===== src/rtl/as6500_pkg.sv =====
// Shared definitions for the AS6500 SPI slave emulator: opcode encodings,
// result-buffer base address and the state/mode enumerations.
package as6500_pkg;

  // Full-byte opcodes
  localparam logic [7:0] OP_POR   = 8'h30;
  localparam logic [7:0] OP_INIT  = 8'h18;
  // Opcode prefixes (bits [7:5]); bits [4:0] carry the start address
  localparam logic [2:0] OP_WRCFG = 3'b100;
  localparam logic [2:0] OP_RDCFG = 3'b010;
  localparam logic [2:0] OP_RDRES = 3'b011;

  // First address of the result buffer
  localparam int unsigned RES_BASE = 8;

  typedef enum logic [1:0] {
    ST_IDLE   = 2'd0,
    ST_OPCODE = 2'd1,
    ST_DATA   = 2'd2
  } frame_state_e;

  typedef enum logic [1:0] {
    MODE_NONE  = 2'd0,
    MODE_WRCFG = 2'd1,
    MODE_RDCFG = 2'd2,
    MODE_RDRES = 2'd3
  } data_mode_e;

  // Opcodes that are matched on the whole byte rather than on a prefix
  function automatic logic is_fixed_op(input logic [7:0] op);
    return (op == OP_POR) || (op == OP_INIT);
  endfunction

endpackage


===== src/rtl/as6500_spi_sync.sv =====
// Two-flop synchronizers for SSN/SCK/MOSI plus edge strobes. Each strobe is
// high for one cycle, two clocks after the pin change is first captured.
module as6500_spi_sync (
  input  logic clk,
  input  logic rst_n,
  input  logic ssn_pin,
  input  logic sck_pin,
  input  logic mosi_pin,
  output logic mosi_s,
  output logic ssn_fall_s,
  output logic ssn_rise_s,
  output logic sck_rise_s,
  output logic sck_fall_s
);

  // [0],[1] form the synchronizer, [2] is the edge-detect delay stage
  logic [2:0] ssn_q;
  logic [2:0] sck_q;
  logic [1:0] mosi_q;

  // Capture the asynchronous pins; SSN resets to its idle-high level
  always_ff @(posedge clk or negedge rst_n) begin
    if (!rst_n) begin
      ssn_q  <= 3'b111;
      sck_q  <= 3'b000;
      mosi_q <= 2'b00;
    end else begin
      ssn_q  <= {ssn_q[1:0], ssn_pin};
      sck_q  <= {sck_q[1:0], sck_pin};
      mosi_q <= {mosi_q[0], mosi_pin};
    end
  end

  assign mosi_s     = mosi_q[1];
  assign ssn_fall_s = ssn_q[2] & ~ssn_q[1];
  assign ssn_rise_s = ~ssn_q[2] & ssn_q[1];
  assign sck_rise_s = ~sck_q[2] & sck_q[1];
  assign sck_fall_s = sck_q[2] & ~sck_q[1];

endmodule


===== src/rtl/as6500_spi_emu.sv =====
// AS6500 TDC SPI slave emulator (mode 1, MSB first). Optional protocol
// checking is built when AS6500_EMU_ERRCHK_EN is defined; otherwise
// o_proto_err is tied low.
module as6500_spi_emu
  import as6500_pkg::*;
#(
  parameter int CFG_REGS  = 17,
  parameter int RES_BYTES = 24
) (
  input  logic                   i_clk_100m,
  input  logic                   i_rst_n,
  input  logic                   i_tdc_spi_ssn,
  input  logic                   i_tdc_spi_clk,
  input  logic                   i_tdc_spi_mosi,
  output logic                   o_tdc_spi_miso,
  output logic                   o_tdc_intn,
  input  logic                   i_res_load,
  input  logic [RES_BYTES*8-1:0] i_res_data,
  output logic                   o_meas_en,
  output logic                   o_cfg_wr,
  output logic [4:0]             o_cfg_addr,
  output logic [7:0]             o_cfg_data,
  output logic                   o_proto_err
);

  logic mosi_s, ssn_fall_s, ssn_rise_s, sck_rise_s, sck_fall_s;

  as6500_spi_sync u_sync (
    .clk        (i_clk_100m),
    .rst_n      (i_rst_n),
    .ssn_pin    (i_tdc_spi_ssn),
    .sck_pin    (i_tdc_spi_clk),
    .mosi_pin   (i_tdc_spi_mosi),
    .mosi_s     (mosi_s),
    .ssn_fall_s (ssn_fall_s),
    .ssn_rise_s (ssn_rise_s),
    .sck_rise_s (sck_rise_s),
    .sck_fall_s (sck_fall_s)
  );

  // Front end: framing, bit assembly and MISO
  frame_state_e state_q;
  logic [2:0]   bit_cnt_q;
  logic [6:0]   shift_q;
  logic [7:0]   byte_q;
  logic         byte_vld_q, is_op_q, end_q, abort_q, miso_q;
  logic [7:0]   tx_byte_s;

  // Back end: register file, result buffer and interrupt
  data_mode_e             mode_q, mode_d;
  logic [4:0]             addr_q, addr_d, cfg_next_s, res_next_s;
  logic                   rd_any_q, rd_any_d, meas_en_q, meas_en_d;
  logic                   intn_q, intn_d, pending_q, pending_d, por_s;
  logic [7:0]             cfg_q [CFG_REGS];
  logic [7:0]             cfg_d [CFG_REGS];
  logic [RES_BYTES*8-1:0] res_q, res_d, pend_q, pend_d;
  logic                   cfg_wr_q, cfg_wr_d;
  logic [4:0]             cfg_addr_q, cfg_addr_d;
  logic [7:0]             cfg_data_q, cfg_data_d;

  // Frame FSM: SSN framing, byte assembly on SCK fall, MISO update on SCK rise
  always_ff @(posedge i_clk_100m or negedge i_rst_n) begin
    if (!i_rst_n) begin
      state_q    <= ST_IDLE;
      bit_cnt_q  <= 3'd0;
      shift_q    <= 7'd0;
      byte_q     <= 8'h00;
      byte_vld_q <= 1'b0;
      is_op_q    <= 1'b0;
      end_q      <= 1'b0;
      abort_q    <= 1'b0;
      miso_q     <= 1'b0;
    end else begin
      byte_vld_q <= 1'b0;
      end_q      <= 1'b0;
      if (ssn_rise_s) begin
        end_q     <= (state_q != ST_IDLE);
        abort_q   <= (state_q != ST_IDLE) && (bit_cnt_q != 3'd0);
        state_q   <= ST_IDLE;
        bit_cnt_q <= 3'd0;
        miso_q    <= 1'b0;
      end else if (ssn_fall_s) begin
        state_q   <= ST_OPCODE;
        bit_cnt_q <= 3'd0;
        miso_q    <= 1'b0;
      end else if (state_q != ST_IDLE) begin
        if (sck_fall_s) begin
          shift_q   <= {shift_q[5:0], mosi_s};
          bit_cnt_q <= bit_cnt_q + 3'd1;
          if (bit_cnt_q == 3'd7) begin
            byte_q     <= {shift_q, mosi_s};
            byte_vld_q <= 1'b1;
            is_op_q    <= (state_q == ST_OPCODE);
            state_q    <= ST_DATA;
          end
        end else if (sck_rise_s) begin
          // bit_cnt counts falls so far, so it selects the bit for this rise
          miso_q <= (state_q == ST_DATA) ? tx_byte_s[3'd7 - bit_cnt_q] : 1'b0;
        end
      end
    end
  end

  // Byte presented on MISO for the current read address (0 when not reading)
  always_comb begin
    tx_byte_s = 8'h00;
    case (mode_q)
      MODE_RDCFG: begin
        for (int i = 0; i < CFG_REGS; i++) begin
          tx_byte_s = (addr_q == 5'(i)) ? cfg_q[i] : tx_byte_s;
        end
      end
      MODE_RDRES: begin
        for (int i = 0; i < RES_BYTES; i++) begin
          tx_byte_s = (addr_q == 5'(RES_BASE + i)) ? res_q[i*8 +: 8] : tx_byte_s;
        end
      end
      default: tx_byte_s = 8'h00;
    endcase
  end

  // Auto-increment targets with wrap for each address window
  assign cfg_next_s = ({1'b0, addr_q} >= 6'(CFG_REGS - 1)) ? 5'd0 : addr_q + 5'd1;
  assign res_next_s = ({1'b0, addr_q} >= 6'(RES_BASE + RES_BYTES - 1)) ? 5'(RES_BASE)
                                                                       : addr_q + 5'd1;

  // Opcode decode, data-byte actions, frame close-out, result loading and POR
  always_comb begin
    mode_d     = mode_q;
    addr_d     = addr_q;
    rd_any_d   = rd_any_q;
    meas_en_d  = meas_en_q;
    intn_d     = intn_q;
    pending_d  = pending_q;
    cfg_d      = cfg_q;
    res_d      = res_q;
    pend_d     = pend_q;
    cfg_wr_d   = 1'b0;
    cfg_addr_d = cfg_addr_q;
    cfg_data_d = cfg_data_q;
    por_s      = 1'b0;
    if (end_q) begin
      // Only a read that completed at least one byte, and did not stop mid-byte, acknowledges
      if ((mode_q == MODE_RDRES) && rd_any_q && !abort_q) begin
        intn_d = 1'b1;
      end else begin
        intn_d = intn_q;
      end
      if (pending_q) begin
        res_d  = pend_q;
        intn_d = 1'b0;
      end else begin
        res_d = res_q;
      end
      mode_d    = MODE_NONE;
      rd_any_d  = 1'b0;
      pending_d = 1'b0;
    end else if (byte_vld_q && is_op_q) begin
      if (byte_q == OP_POR) begin
        por_s  = 1'b1;
        mode_d = MODE_NONE;
      end else if (byte_q == OP_INIT) begin
        meas_en_d = 1'b1;
        intn_d    = 1'b1;
        mode_d    = MODE_NONE;
      end else begin
        case (byte_q[7:5])
          OP_WRCFG: mode_d = ({1'b0, byte_q[4:0]} < 6'(CFG_REGS)) ? MODE_WRCFG : MODE_NONE;
          OP_RDCFG: mode_d = MODE_RDCFG;
          OP_RDRES: mode_d = MODE_RDRES;
          default:  mode_d = MODE_NONE;
        endcase
        addr_d = ((byte_q[7:5] == OP_RDRES) && (byte_q[4:0] < 5'(RES_BASE))) ? 5'(RES_BASE)
                                                                             : byte_q[4:0];
      end
    end else if (byte_vld_q) begin
      case (mode_q)
        MODE_WRCFG: begin
          for (int i = 0; i < CFG_REGS; i++) begin
            cfg_d[i] = (addr_q == 5'(i)) ? byte_q : cfg_q[i];
          end
          cfg_wr_d   = 1'b1;
          cfg_addr_d = addr_q;
          cfg_data_d = byte_q;
          addr_d     = cfg_next_s;
        end
        MODE_RDCFG: addr_d = cfg_next_s;
        MODE_RDRES: begin
          addr_d   = res_next_s;
          rd_any_d = 1'b1;
        end
        default: addr_d = addr_q;
      endcase
    end else begin
      mode_d = mode_q;
    end
    // A load arriving during a result read is deferred so the frame stays coherent
    if (i_res_load && meas_en_q) begin
      if ((mode_q == MODE_RDRES) && !end_q) begin
        pending_d = 1'b1;
        pend_d    = i_res_data;
      end else begin
        res_d     = i_res_data;
        intn_d    = 1'b0;
        pending_d = 1'b0;
      end
    end else begin
      pend_d = pend_q;
    end
    if (por_s) begin
      for (int i = 0; i < CFG_REGS; i++) begin
        cfg_d[i] = 8'h00;
      end
      meas_en_d = 1'b0;
      intn_d    = 1'b1;
      pending_d = 1'b0;
    end else begin
      meas_en_d = meas_en_d;
    end
  end

  // Back-end state registers
  always_ff @(posedge i_clk_100m or negedge i_rst_n) begin
    if (!i_rst_n) begin
      mode_q     <= MODE_NONE;
      addr_q     <= 5'd0;
      rd_any_q   <= 1'b0;
      meas_en_q  <= 1'b0;
      intn_q     <= 1'b1;
      pending_q  <= 1'b0;
      res_q      <= '0;
      pend_q     <= '0;
      cfg_wr_q   <= 1'b0;
      cfg_addr_q <= 5'd0;
      cfg_data_q <= 8'h00;
      for (int i = 0; i < CFG_REGS; i++) begin
        cfg_q[i] <= 8'h00;
      end
    end else begin
      mode_q     <= mode_d;
      addr_q     <= addr_d;
      rd_any_q   <= rd_any_d;
      meas_en_q  <= meas_en_d;
      intn_q     <= intn_d;
      pending_q  <= pending_d;
      res_q      <= res_d;
      pend_q     <= pend_d;
      cfg_wr_q   <= cfg_wr_d;
      cfg_addr_q <= cfg_addr_d;
      cfg_data_q <= cfg_data_d;
      cfg_q      <= cfg_d;
    end
  end

`ifdef AS6500_EMU_ERRCHK_EN
  logic err_q, err_d, err_set_s;

  // Classify protocol violations from the registered frame/byte events
  always_comb begin
    err_set_s = 1'b0;
    if (end_q) begin
      err_set_s = abort_q;
    end else if (byte_vld_q && is_op_q && !is_fixed_op(byte_q)) begin
      case (byte_q[7:5])
        OP_WRCFG: err_set_s = !({1'b0, byte_q[4:0]} < 6'(CFG_REGS));
        OP_RDCFG: err_set_s = 1'b0;
        OP_RDRES: err_set_s = !meas_en_q;
        default:  err_set_s = 1'b1;
      endcase
    end else begin
      err_set_s = 1'b0;
    end
    err_d = por_s ? 1'b0 : (err_q | err_set_s);
  end

  // Sticky error flag, cleared only by reset or the POR opcode
  always_ff @(posedge i_clk_100m or negedge i_rst_n) begin
    if (!i_rst_n) begin
      err_q <= 1'b0;
    end else begin
      err_q <= err_d;
    end
  end

  assign o_proto_err = err_q;
`else
  assign o_proto_err = 1'b0;
`endif

  assign o_tdc_spi_miso = miso_q;
  assign o_tdc_intn     = intn_q;
  assign o_meas_en      = meas_en_q;
  assign o_cfg_wr       = cfg_wr_q;
  assign o_cfg_addr     = cfg_addr_q;
  assign o_cfg_data     = cfg_data_q;

endmodule


===== config.mk =====
export PLATFORM = sky130hd
export DESIGN_NAME = as6500_spi_emu
export DESIGN_NICKNAME = d
export VERILOG_FILES = /design/src/rtl/as6500_pkg.sv /design/src/rtl/as6500_spi_sync.sv /design/src/rtl/as6500_spi_emu.sv
export SDC_FILE = /design/constraint.sdc
export NUM_CORES = 1
export LEC_CHECK = 0
export ABC_AREA = 1
export BUFFER_PORTS_ARGS = -buffer_cell sky130_fd_sc_hd__buf_2
export CAP_MARGIN = 10
export CELL_PAD_IN_SITES_DETAIL_PLACEMENT = 1
export CELL_PAD_IN_SITES_GLOBAL_PLACEMENT = 1
export CORE_MARGIN = 2
export CORE_UTILIZATION = 32
export CTS_CLUSTER_SIZE = 14
export DETAILED_ROUTE_END_ITERATION = 7
export PLACE_DENSITY = 0.61
export REMOVE_ABC_BUFFERS = 1
export SLEW_MARGIN = 20
export SYNTH_ARGS = -nofsm -noshare
export SYNTH_HDL_FRONTEND = slang
export SYNTH_HIERARCHICAL = 1
export SYNTH_SLANG_ARGS = --single-unit

===== constraint.sdc =====
create_clock -name i_clk_100m -period 3.6 [get_ports i_clk_100m]
set_input_delay 1.08 -clock i_clk_100m [delete_from_list [all_inputs] [get_ports i_clk_100m]]
set_output_delay 1.08 -clock i_clk_100m [all_outputs]
set_load 0.01 [all_outputs]

# Word-level counts from Yosys, hierarchy flattened
# Index checks and enable logic that the tools add are counted.
# word_totals
regBits	578
input_bits	198
out_inout_bits	18
elab_cells	314
# op_classes
add_sub_neg	3
order_cmp	5
eq_ne	49
muxes	134
bitwise_logic	12
reduce_logical	71
# ops
operator	n
$mux W192	4
$mux W136	5
$mux W8	58
$reduce_and A5 Y1	19
$eq A5 B5 Y1 const B	16
$reduce_bool A2 Y1	26
$mux W1	43
$eq A5 B4 Y1 const B	8
$mux W5	7
$reduce_bool A3 Y1	7
$eq A5 B3 Y1 const B	4
$mux W2	9
$pmux W8 S2	1
$mux W3	4
$reduce_and A4 Y1	3
$eq A5 B2 Y1 const B	2
$ge A5 B5 Y1 const B	2
$ne A2 B2 Y1 const B	5
$pmux W5 S2	1
$reduce_and A3 Y1	3
$eq A8 B5 Y1 const B	1
$eq A8 B6 Y1 const B	1
$not A1 Y1	8
$logic_and A1 B1 Y1	7
20 further kinds	30

# Logic depth before layout (Yosys ltp)
# Gate-level depths: netlist of run 1.
# depth
depth_word	34
ltp_mapped	39
mapped_depth_nobuf	39

# By module
# Netlist of run 1, hierarchy kept.
# by_module_without_submodules
mod	n_inst	cells_per_inst	area_per_inst_um2	seq_area_each_um2
as6500_spi_emu	1	3207	27019.7	14264.9
as6500_spi_sync	1	16	234.0	203.9

# Worst setup path after synthesis of run 1
# No wires, ideal clock.
# synth_path
path_type	reg2reg
start	register addr_q[4]
end	register miso_q, in the netlist o_tdc_spi_miso
setup_ns	0.065
arrival_time_ns	2.995
required_ns	3.535
path_slack_ns	0.540
path_stages_with_launch	33
n_path_buf	4
synth_period_minus_slack_ns	3.060
path_cell_list	dfrtp_1 > inv_2 > buf_4 > buf_2 > ha_1 > clkbuf_1 > inv_1 > buf_2 > o21ai_0 > inv_1 > nand2_1 > nand2_1 > nand2_1 > nand2_1 > nand2_1 > nand2_1 > nand2_1 > nand2_1 > nand2_1 > nand2_1 > nand2_1 > nand2_1 > nand2_1 > nand2_1 > nand2_1 > nand2_1 > nand2_1 > nand2_1 > a21oi_1 > a21oi_1 > a21oi_1 > nand2_1 > nand2_1
# synth_between
elab_chain_len	34
elab_cells_between_ends	82
cone_classes	eq/ne: 31; mux: 50; reduce/logical: 1
# synth_rtl
element	line	rtl
start: declaration	as6500_spi_emu.sv:51	logic [4:0] addr_q, addr_d, cfg_next_s, res_next_s;
start signal: assignment	as6500_spi_emu.sv:241	addr_q <= addr_d;
$eq A5 B4 Y1	as6500_spi_emu.sv:110, as6500_spi_emu.sv:115	
$mux W8 (24 in series)	as6500_spi_emu.sv:115	tx_byte_s = (addr_q == 5'(RES_BASE + i)) ? res_q[i*8 +: 8] : tx_byte_s;
$pmux W8 S2 *	as6500_spi_emu.sv:107	case (mode_q)
$bmux W1 S3 *	as6500_spi_emu.sv:98	miso_q <= (state_q == ST_DATA) ? tx_byte_s[3'd7 - bit_cnt_q] : 1'b0;
$mux W1 (not written as such) *	as6500_spi_emu.sv:98	
$mux W1 *	as6500_spi_emu.sv:98	
$mux W1 *	as6500_spi_emu.sv:96	end else if (sck_rise_s) begin
$mux W1 *	as6500_spi_emu.sv:87	if (sck_fall_s) begin
$mux W1 *	as6500_spi_emu.sv:86	end else if (state_q != ST_IDLE) begin
$mux W1 *	as6500_spi_emu.sv:82	end else if (ssn_fall_s) begin
$mux W1 *	as6500_spi_emu.sv:76	if (ssn_rise_s) begin
end signal: assignment	as6500_spi_emu.sv:98	
end: declaration	as6500_spi_emu.sv:46	logic byte_vld_q, is_op_q, end_q, abort_q, miso_q;
# Mark *: on every way between the ends. The rest lies on a longest branch, timed or not. The select of a mux whose other input is x is not followed.
# A chain may end at the register's enable or synchronous reset.

# Worst setup path in the final report of run 1
# layout_path
start	register addr_q[0]
end	register miso_q, in the netlist o_tdc_spi_miso
# The elaborated chain is that of the path after synthesis.

==> results of run 1 <==
placed cells by master, fill, tap and decap left out, types with 4 or more instances in the layout:
| cell | instances |
|---|---|
| or2_2 | 10 |
| dfrtp_1 | 569 |
| nand3_2 | 12 |
| buf_4 | 131 |
| nor2_4 | 7 |
| buf_2 | 213 |
| nor2_1 | 244 |
| a21oi_1 | 99 |
| ha_1 | 4 |
| a21oi_2 | 6 |
| clkbuf_16 | 71 |
| nand3_4 | 5 |
| inv_2 | 11 |
| dfstp_2 | 4 |
| clkbuf_1 | 19 |
| clkbuf_8 | 14 |
| buf_6 | 4 |
| o21ai_1 | 19 |
| nand2_1 | 816 |
| clkinv_2 | 8 |
| o211ai_1 | 67 |
| a31oi_1 | 144 |
| nand2_2 | 21 |
| inv_1 | 236 |
| inv_6 | 5 |
| mux2_2 | 137 |
| nand4_1 | 4 |
| nand3_1 | 189 |
| nand2_4 | 4 |
| o21ai_0 | 353 |
| ha_4 | 4 |
| buf_12 | 24 |
| nor3_1 | 8 |
registers in the layout (all words and copies together), names as in the netlist, 2 cells and up:
register / cells
pend_q: 192
res_q: 192
cfg_q: 136
byte_q: 8
o_cfg_data: 8
shift_q: 7
addr_q: 5
o_cfg_addr: 5
bit_cnt_q: 3
u_sync/sck_q: 3
u_sync/ssn_q: 3
mode_q: 2
state_q: 2
u_sync/mosi_q: 2
report_power, final:
group          internal [mW]  total (mW)  switching, mW
Clock                   4.14        7.01           2.87
Sequential              6.53        6.55         0.0216
Combinational          0.138       0.440          0.302
routing by layer:
layer	GRT usage, %	wire, um	up-vias
met3	2.56	2750	108
met4	4.64	1890	0
met5	0	0	-
met1	28.5	41800	11600
met2	34.6	44200	336
li1	-	-	11100
synth_stat cells, types with 2 or more instances:
master     count  share of area, %
a31oi_1      144               3.3
nor3_1         8              0.15
nor2_1       246               3.4
nor3_4         2              0.12
buf_1         12              0.17
mux2_2       137               5.7
buf_4          6              0.17
nor2_2         7              0.16
inv_1        241               3.3
dfrtp_1      574                53
inv_2         11              0.15
nor4_1         2             0.046
nand3_1      200               3.7
clkinv_1       2             0.028
o22ai_1        2             0.046
nand3_2        3              0.11
o211ai_1      67               1.8
dfstp_2        4              0.39
buf_6          2             0.083
buf_2         10              0.18
o2111ai_1      3             0.096
nand3b_1       2             0.055
nand2_2        3             0.069
or2_2         10              0.23
nand2_1      838                12
o21ai_0      356               6.5
ha_1           9              0.41
a21oi_1      104               1.9
nand4_1        4             0.092
o21bai_1       3             0.083
a211oi_1       2             0.055
clkbuf_1     178               2.5
o21ai_1       16              0.29
kinds of logic (layout without fill, tap and decap cells):
group                      count (synthesis)  count (layout)  synth area share [%]
muxes                                    137             137                  5.66
DFF                                      578             578                  53.1
adders and majority gates                  9               9                 0.413
and+or+nand+nor                         1330            1332                  19.8
buffers and inverters                    462             748                  6.55
AOI/OAI and AO/OA                        705             705                  14.4
xor gates and xnor gates                   1               1                0.0321
other                                      1               1                0.0138
layout make-up:
cell class / instances / area, um^2 / share of cell area [%]
inverter: 254 / 972 / 2.95
tap: 1144 / 1430 / 4.34
timing repair buffer: 373 / 2590 / 7.85
multi-input combinational: 2185 / 11300 / 34.2
clock buffer: 104 / 2040 / 6.18
clock inverter: 17 / 191 / 0.580
sequential: 578 / 14500 / 43.9
metrics by stage:
stage | setup TNS, ps | total power, mW | cells | utilization [%]
3_5_place_dp | 0 | 7.12 | 4510 | 35.7
2_1_floorplan | -1776410 | 6.73 | 3015 | -
4_1_cts | 0 | 14.2 | 4631 | 38.4
3_3_place_gp | 0 | 7.12 | 4510 | 35.7
6_report | 0 | 14.0 | 4655 | 38.9
5_1_grt | -73.2 | 14.5 | 4655 | 38.9
how the worst max path moves through the flow:
| stage | startpoint | endpoint | slack (ps) | cells past startpoint |
|---|---|---|---|---|
| 6_report | addr_q[0]$_DFFE_PN0P_ | o_tdc_spi_miso$_DFFE_PN0P_ | 270 | 27 |
| 5_1_grt | addr_q[1]$_DFFE_PN0P_ | o_tdc_spi_miso$_DFFE_PN0P_ | -70 | 38 |
| 4_1_cts | addr_q[3]$_DFFE_PN0P_ | o_tdc_spi_miso$_DFFE_PN0P_ | 7 | 33 |
| 3_5_place_dp | addr_q[3]$_DFFE_PN0P_ | o_tdc_spi_miso$_DFFE_PN0P_ | 20 | 33 |
| 3_3_place_gp | addr_q[1]$_DFFE_PN0P_ | o_tdc_spi_miso$_DFFE_PN0P_ | 90 | 36 |
| 2_1_floorplan | end_q$_DFF_PN0_ | res_q[100]$_DFF_PN0_ | -4990 | 5 |
critical path, stage by stage, from the launching register on:
cell      delay [ps]
dfrtp_2          450
inv_4             70
ha_4             180
nand2_2          100
nor2_1            50
buf_4            150
buf_4            130
nand3_1          100
a31oi_1          110
a221oi_1         250
nand2_1           90
o21ai_1          120
a21oi_1          110
nand3b_1         200
nand2_1           70
nand2_1           80
nand2_1          110
nand2_1           70
nand2_1           60
nand2_1           60
nand2_1           60
nand2_1           70
a21oi_1          210
a21oi_2           80
nand2_1           70
a21oi_2           50
nand2_1           70
nand2_1           40
repair_timing:
item / CTS / global route
setup endpoints to repair: 0 / 1
buffers inserted: 0 / 22
hold buffers: 0 / 0
resized for setup: 0 / 83
==> reports/qor.txt, run 1 <==
Vias in the first global route = 23.8k
Hold path start = u_sync/mosi_q[0]$_DFF_PN0_
FF-to-FF setup slack = 270 ps
Data required, critical path = 4110 ps
First-pass GRT wire length = 141 mm
Antenna Nets Post-Route = 0
Mapped Avg Cell Area = 8.46 um^2
WHS = 345 ps
Worst EP arrival = 3830 ps
Post-route setup slack = 273 ps
Hold Path Class = flop to flop
Gp weighted congestion = 0.787
Worst relative slew slack = 32.4%
RSZ-0062 raised after global routing = true
Hold endpoint = u_sync/mosi_q[1]$_DFF_PN0_
Critical Path Sink Type = flop
Synth warn = 6
Period utilization = 92.4%
Status = completed
Hold depth = 0
Inserted Diodes = 0
CP max FO = 5
Place WS = 15.2 ps
Cell Area, Synth = 27300 um^2
Post-synth EDFFs = 0
Top_reg_cell synth = dfrtp_1
Starting DRC count in detailed routing = 1309
LEAKAGE = 16.3 nW
Worst slew pin tran = 1010 ps
FF-to-FF path depth = 27
Tot GR Track Use = 20.7%
Die Y = 296 um
Core region area = 84700 um^2
Worst IR Drop VDD = 0.307 mV
Final hold viol count = 0
Worst r2r src = addr_q[0]$_DFFE_PN0P_
Pwr dens = 424 nW/um^2
I/O Pins = 216
Slew Limit Fails = 0
Die X-Extent = 296 um
Min Tclk post-route = 3330 ps
Placed cell areas = 30300 um^2
Detailed Routing Iterations Pass 1 = 5
# rows = 107
Fillers = 10.0k
Initial antenna violation count = 0
Yosys reg bits = 578
CP Launch Type = flop
Share of post-route cells with drive strength above 1 = 20.3%
Gate Count Post-Synth = 3223
Max Cap Viol = 0
Synth-to-layout area growth = 21.1%
TritonCTS buffer count = 70
Number of library cell types mapped by synthesis = 48
Final Skew = 27.4 ps
Starting Density = 32.2%
Die area = 87500 um^2
Via count of the routed design = 23.1k
Vias per inst = 4.97
Final WL = 90.7 mm
Drt drc = 0
CP Class = flop to flop
Post-synthesis sequential area ratio = 53.1%
Layout Nets = 3669
Routed wire per std cell = 19.5 um
Final HPWL DP = 61.2 mm
Reg-to-reg endpoint = o_tdc_spi_miso$_DFFE_PN0P_
PortBufs = 214
Final setup fails = 0
Fmax achieved = 301 MHz
Clock sinks = 578
Largest net degree at the start of global routing = 139
Longest Clk Path Bufs = 3
Grt total ovfl = 0
Clk_lat worst skew = 610 ps
Clock transition at the registers of the reported paths = 60 ps
CTS tree = done
Finished Cell Area = 33000 um^2
FFs w/ async S/R, synth = 100%
Root buf cell = clkbuf_16
H-Tree Depth = 3
(Power assumes the default switching activity.)
==> inputs of run 2 (changes only) <==
- PLACE_DENSITY: 0.61 -> 0.63
==> run 2 against run 1 <==
  * Hold slack gained 3.3 ps
  * Non-clock buffer count is 10 lower
  * Clock power grew 6.3%
  * Clock-buffer cell count fell by 7
  * Critical endpoint unchanged
  * Highest routed layer unchanged
==> reports/qor.txt, run 2 (synthesis results as in run 1) <==
Status = completed
Share of post-route cells with drive strength above 1 = 20.2% (-0.11 points)
LEAKAGE = 16.3 nW (+0.15%)
Post-Layout Cell Count = 4651 (-0.086%)
Largest net degree at the start of global routing = 139 (unchanged)
Clk_lat worst skew = 630 ps (+20 ps)
Core region area = 84700 um^2 (unchanged)
Grt total ovfl = 0 (unchanged)
I/O Pins = 216 (unchanged)
Synth-to-layout area growth = 21.1% (about the same)
Placed insts = 4495 (-0.33%)
First-pass GRT wire length = 141 mm (about the same)
Crit path largest cell delay = 450 ps (about the same)
Starting Density = 32.2% (unchanged)
CP Class = flop to flop
Gp weighted congestion = 0.803 (+2.0%)
PortBufs = 214 (unchanged)
Hold path start = u_sync/mosi_q[0]$_DFF_PN0_
Worst r2r src = addr_q[0]$_DFFE_PN0P_
Crit path top cell by count = nand2_1
Initial antenna violation count = 0 (unchanged)
Commonest non-fill, non-tap cells in the layout = nand2_1 (825), dfrtp_1 (567), o21ai_0 (355), nor2_1 (244), inv_1 (233)
Slowest CP cell = dfrtp_2
Worst relative slew slack = 31.5% (-0.92 points)
Layout Nets = 3659 (-0.27%)
Met1 Routed Length = 41.5 mm (-0.85%)
CP max FO = 8 (+3)
Vias per inst = 5.00 (+0.58%)
Post-CTS Hold Buffers = 0 (unchanged)
Top sig layer = met4
H-Tree Depth = 3 (unchanged)
Post-route setup slack = 161 ps (-113 ps)
Clock transition at the registers of the reported paths = 60 ps (about the same)
Final hold viol count = 0 (unchanged)
Via count of the routed design = 23.3k (+0.50%)
Fmax achieved = 291 MHz (-3.3%)
Drt drc = 0 (unchanged)
Fin util = 38.9% (about the same)
Place WS = -164 ps (-179 ps)
Final Skew = 28.6 ps (+1.24 ps)
Final setup fails = 0 (unchanged)
Commonest non-fill, non-tap cell in the layout = nand2_1
Die Y = 296 um (unchanged)
Starting DRC count in detailed routing = 1230 (-6.0%)
Die area = 87500 um^2 (unchanged)
Period utilization = 95.5% (+3.1 points)
Biggest regs = pend_q x192, res_q x192, cfg_q x136
Max Cap Viol = 0 (unchanged)
Data required, critical path = 4150 ps (+40 ps)
TritonCTS buffer count = 71 (+1.4%)
Final WL = 89.6 mm (-1.2%)
Vias in the first global route = 24.1k (+1.4%)
Worst slew pin tran = 1020 ps (+9.74 ps)
Min Tclk post-route = 3440 ps (+113 ps)
Worst EP arrival = 3990 ps (+160 ps)
Slew Limit Fails = 0 (unchanged)
# rows = 107 (unchanged)
RSZ-0062 raised after global routing = true
Worst IR Drop VDD = 0.309 mV (+0.61%)
Critical Path Sink Type = flop
Worst setup path start = addr_q[0]$_DFFE_PN0P_
Tot GR Track Use = 20.6% (-0.082 points)
Wire length on met3 = 2.54 mm (-7.6%)
Antenna Nets Post-Route = 0 (unchanged)
CTS tree = done
Hold Path Class = flop to flop
Die X-Extent = 296 um (unchanged)
CP Launch Type = flop
Root buf cell = clkbuf_16
Detailed Routing Iterations Pass 1 = 4 (-1)
Met2 Wirelength = 43.3 mm (-2.2%)
Routed wire per std cell = 19.3 um (-1.2%)
Final HPWL DP = 61.2 mm (about the same)
Pwr dens = 437 nW/um^2 (+2.9%)
Longest Clk Path Bufs = 3 (unchanged)
Clock sinks = 578 (unchanged)
FF-to-FF setup slack = 160 ps (-110 ps)
## run 2: cell types whose count changed in the layout (fill, tap and decap cells not counted), sizes merged
cell / previous run / this run
diode: 0 / 1
bufinv: 3 / 7
buf: 373 / 363
clkinv: 10 / 16
nand3: 206 / 205
clkbuf: 104 / 97
inv: 255 / 258
## run 2: path summary, 6_finish.rpt
path / endpoint / depth (start not counted)
hold reg to reg: u_sync/mosi_q[1]$_DFF_PN0_ / 0
min in group asynchronous: cfg_q[67]$_DFFE_PN0P_ / 1
setup reg to reg: o_tdc_spi_miso$_DFFE_PN0P_ / 35
hold / removal: u_sync/mosi_q[1]$_DFF_PN0_ / 0
setup / recovery: o_tdc_spi_miso$_DFFE_PN0P_ / 35
max in group asynchronous: u_sync/sck_q[1]$_DFF_PN0_ / 2
## run 2: per-stage QoR
stage	cell area (um^2)	setup TNS [ps]	hold slack [ps]	power (mW)
4_1_cts	32600	0	349	14.6
3_3_place_gp	30100	-90.0	335	7.10
2_1_floorplan	26400	-1776410	331	6.73
3_5_place_dp	30100	-164	337	7.10
6_report	33000	0	349	14.4
5_1_grt	33000	-197	356	14.9
## run 2: area by class of cell
| class | count | area [um^2] |
|---|---|---|
| Antenna cell | 1 | 2.50 |
| Clock buffer | 97 | 2020 |
| Clock inverter | 30 | 383 |
| Fill cell | 10000 | 51700 |
| Inverter | 254 | 965 |
| Multi-Input combinational cell | 2184 | 11200 |
| Sequential cell | 578 | 14500 |
| Tap cell | 1144 | 1430 |
| Timing Repair Buffer | 363 | 2480 |
## run 2: power breakdown
| part | leakage (nW) | switching (mW) | internal, mW |
|---|---|---|---|
| combinational | 7.82 | 0.299 | 0.122 |
| sequential | 7.32 | 0.0200 | 6.53 |
| clock | 1.19 | 2.98 | 4.47 |
## run 2: worst max-delay path, delay by kind of cell (launching register included)
kind / cells / cell delay (ps)
buf+inv: 2 / 210
compound gates: 3 / 350
fa+ha+maj: 1 / 140
flops: 1 / 450
simple gates: 29 / 2230
## run 2: layer usage
layer	vias up	track usage, %
li1	11100	-
met5	-	0
met3	119	2.55
met1	11700	28.1
met4	0	6.05
met2	345	34.2
## run 2: repair_timing
| item | CTS | global route |
|---|---|---|
| pin swaps | 0 | 14 |
| setup buffers | 0 | 26 |
| setup endpoints to repair | 1 | 1 |
| cloned | 0 | 2 |
| endpoints found under the hold margin | 0 | 0 |
| gates resized for setup | 9 | 54 |
==> inputs of run 3 (changes only) <==
- PLACE_DENSITY: 0.63 -> not set
- PLACE_DENSITY_LB_ADDON: not set -> 0.15
- clock period: 3.6 -> 4.2 ns (I/O delays scaled with it)
==> run 3 against run 2 <==
  * First-iteration DRC count rose by 16%
  * Sequential cell count did not move
  * Hold slack improved by 7.9 ps
  * Via count fell by 0.28%
==> reports/qor.txt, run 3 (synthesis results as in run 1) <==
WHS = 356 ps (+7.87 ps)
Met2 Wirelength = 44.7 mm (+3.2%)
Status = completed
Tot GR Track Use = 21.4% (+0.82 points)
Final hold viol count = 0 (unchanged)
Worst slew pin tran = 1120 ps (+101 ps)
Post-CTS Hold Buffers = 0 (unchanged)
Final Skew = 28.9 ps (+0.266 ps)
CP max FO = 7 (-1)
Initial antenna violation count = 0 (unchanged)
Core region area = 84700 um^2 (unchanged)
Commonest non-fill, non-tap cells in the layout = nand2_1 (835), dfrtp_1 (572), o21ai_0 (356), nor2_1 (245), inv_1 (240)
Worst relative slew slack = 25.0% (-6.5 points)
Antenna Nets Post-Route = 0 (unchanged)
Commonest non-fill, non-tap cell in the layout = nand2_1
Drt drc = 0 (unchanged)
Worst setup path start = addr_q[3]$_DFFE_PN0P_
Worst r2r src = addr_q[3]$_DFFE_PN0P_
Hold Path Class = flop to flop
Max Cap Viol = 0 (unchanged)
PortBufs = 214 (unchanged)
Top sig layer = met4
Clock sinks = 578 (unchanged)
Critical Path Sink Type = flop
Longest Clk Path Bufs = 3 (unchanged)
Clock transition at the registers of the reported paths = 60 ps (about the same)
First-pass GRT wire length = 146 mm (+3.3%)
Cell Chain, Critical Path = buf_4 -> nor2_1 -> nand2_1 -> nor2_1 -> a31oi_1 -> o221ai_1 -> nand3_1 -> nor2_1 -> o21bai_1 -> nand2_1 -> nand2_1 -> nand2_1 -> nand2_1 -> nand2_1 -> nand2_1 -> a21oi_1 -> a21oi_1 -> a21oi_1 -> nand2_1 -> nand2_1 -> nand2_1
Period utilization = 90.1% (-5.4 points)
Starting Density = 32.2% (unchanged)
Die Y = 296 um (unchanged)
H-Tree Depth = 3 (unchanged)
FF-to-FF setup slack = 420 ps (+260 ps)
Min Tclk post-route = 3780 ps (+345 ps)
Routed wire per std cell = 20.2 um (+4.9%)
Detailed Routing Iterations Pass 1 = 5 (+1)
Data required, critical path = 4710 ps (+560 ps)
Pwr dens = 375 nW/um^2 (-14%)
Via count of the routed design = 23.2k (-0.28%)
Final setup fails = 0 (unchanged)
Fin util = 38.1% (-0.88 points)
Largest net degree at the start of global routing = 155 (+12%)
Critical Path End = o_tdc_spi_miso$_DFFE_PN0P_
Slew Limit Fails = 0 (unchanged)
CP Launch Type = flop
Slowest CP cell = nor2_1
Fmax achieved = 264 MHz (-9.1%)
Crit path top cell by count = nand2_1
Wire length on met3 = 2.74 mm (+7.9%)
Clk_lat worst skew = 620 ps (about the same)
Synth-to-layout area growth = 18.4%
CP Class = flop to flop
Gp weighted congestion = 0.826 (+2.8%)
FF-to-FF path depth = 21 (-40%)
Starting DRC count in detailed routing = 1423 (+16%)
Grt total ovfl = 0 (unchanged)
RSZ-0062 raised after global routing = false
Inserted Diodes = 0 (-1)
Share of post-route cells with drive strength above 1 = 17.7% (-2.6 points)
TritonCTS buffer count = 71 (unchanged)
Crit path largest cell delay = 680 ps (+230 ps)
CTS tree = done
Die X-Extent = 296 um (unchanged)
Worst IR Drop VDD = 0.269 mV (-13%)
Final HPWL DP = 63.5 mm (+3.7%)
# rows = 107 (unchanged)
Layout Nets = 3607 (-1.4%)
Vias per inst = 5.05 (+0.96%)
Biggest regs = pend_q x192, res_q x192, cfg_q x136
Die area = 87500 um^2 (unchanged)
I/O Pins = 216 (unchanged)
Vias in the first global route = 24.7k (+2.6%)
Root buf cell = clkbuf_16
Met1 Routed Length = 42.3 mm (+1.9%)
Final WL = 92.8 mm (+3.6%)
LEAKAGE = 16.0 nW (-2.3%)
Reg-to-reg endpoint = o_tdc_spi_miso$_DFFE_PN0P_
Worst EP arrival = 4290 ps (+300 ps)
## run 3: worst min path at each step
stage / from / slack, ps / to / cells past startpoint
after floorplan: u_sync/mosi_q[0]$_DFF_PN0_ / 330 / u_sync/mosi_q[1]$_DFF_PN0_ / 0
after global placement: u_sync/mosi_q[0]$_DFF_PN0_ / 340 / u_sync/mosi_q[1]$_DFF_PN0_ / 0
after detailed placement: u_sync/sck_q[0]$_DFF_PN0_ / 340 / u_sync/sck_q[1]$_DFF_PN0_ / 0
after CTS: u_sync/sck_q[0]$_DFF_PN0_ / 350 / u_sync/sck_q[1]$_DFF_PN0_ / 0
after global routing: u_sync/ssn_q[0]$_DFF_PN1_ / 370 / u_sync/ssn_q[1]$_DFF_PN1_ / 0
final: u_sync/sck_q[0]$_DFF_PN0_ / 360 / u_sync/sck_q[1]$_DFF_PN0_ / 0
## run 3: final cells by class
type	instances	area, um^2
clock buffer	101	2030
sequential	578	14500
clock inverter	22	260
timing repair buffer	312	2040
fill	9979	52500
multi-input combinational	2183	11100
inverter	254	957
tap	1144	1430
## run 3: worst max-delay path: cells and delay by family (launching register included)
kind | cells | cell delay [ps]
buf+inv | 1 | 210
compound gates | 6 | 1020
simple gates | 14 | 1940
flops | 1 | 490
## run 3: metrics by stage
step	power (mW)	setup WS (ps)	area (um^2)	cells	TNS [ps]
5_1_grt	12.6	8.38	32300	4594	0
2_1_floorplan	5.77	-4390	26400	3015	-1486160
6_report	12.1	416	32300	4594	0
4_1_cts	12.3	128	32200	4588	0
3_5_place_dp	6.09	199	29900	4465	0
3_3_place_gp	6.08	248	29900	4465	0
## run 3: routing by layer
layer | track usage [%] | vias to the layer above
li1 | - | 11000
met1 | 28.5 | 11700
met2 | 35.8 | 372
met3 | 2.77 | 148
met4 | 7.49 | 0
met5 | 0 | -
## run 3: power by group
group | internal (mW) | leakage, nW | total, mW | switching [mW]
Sequential | 5.59 | 7.33 | 5.62 | 0.0218
Clock | 3.67 | 1.13 | 6.13 | 2.46
Combinational | 0.105 | 7.50 | 0.363 | 0.257
## run 3: timing repair
item                                    CTS  global route
endpoints found under the setup margin    0             1
gates resized for setup                   0             5
setup buffers                             0             6
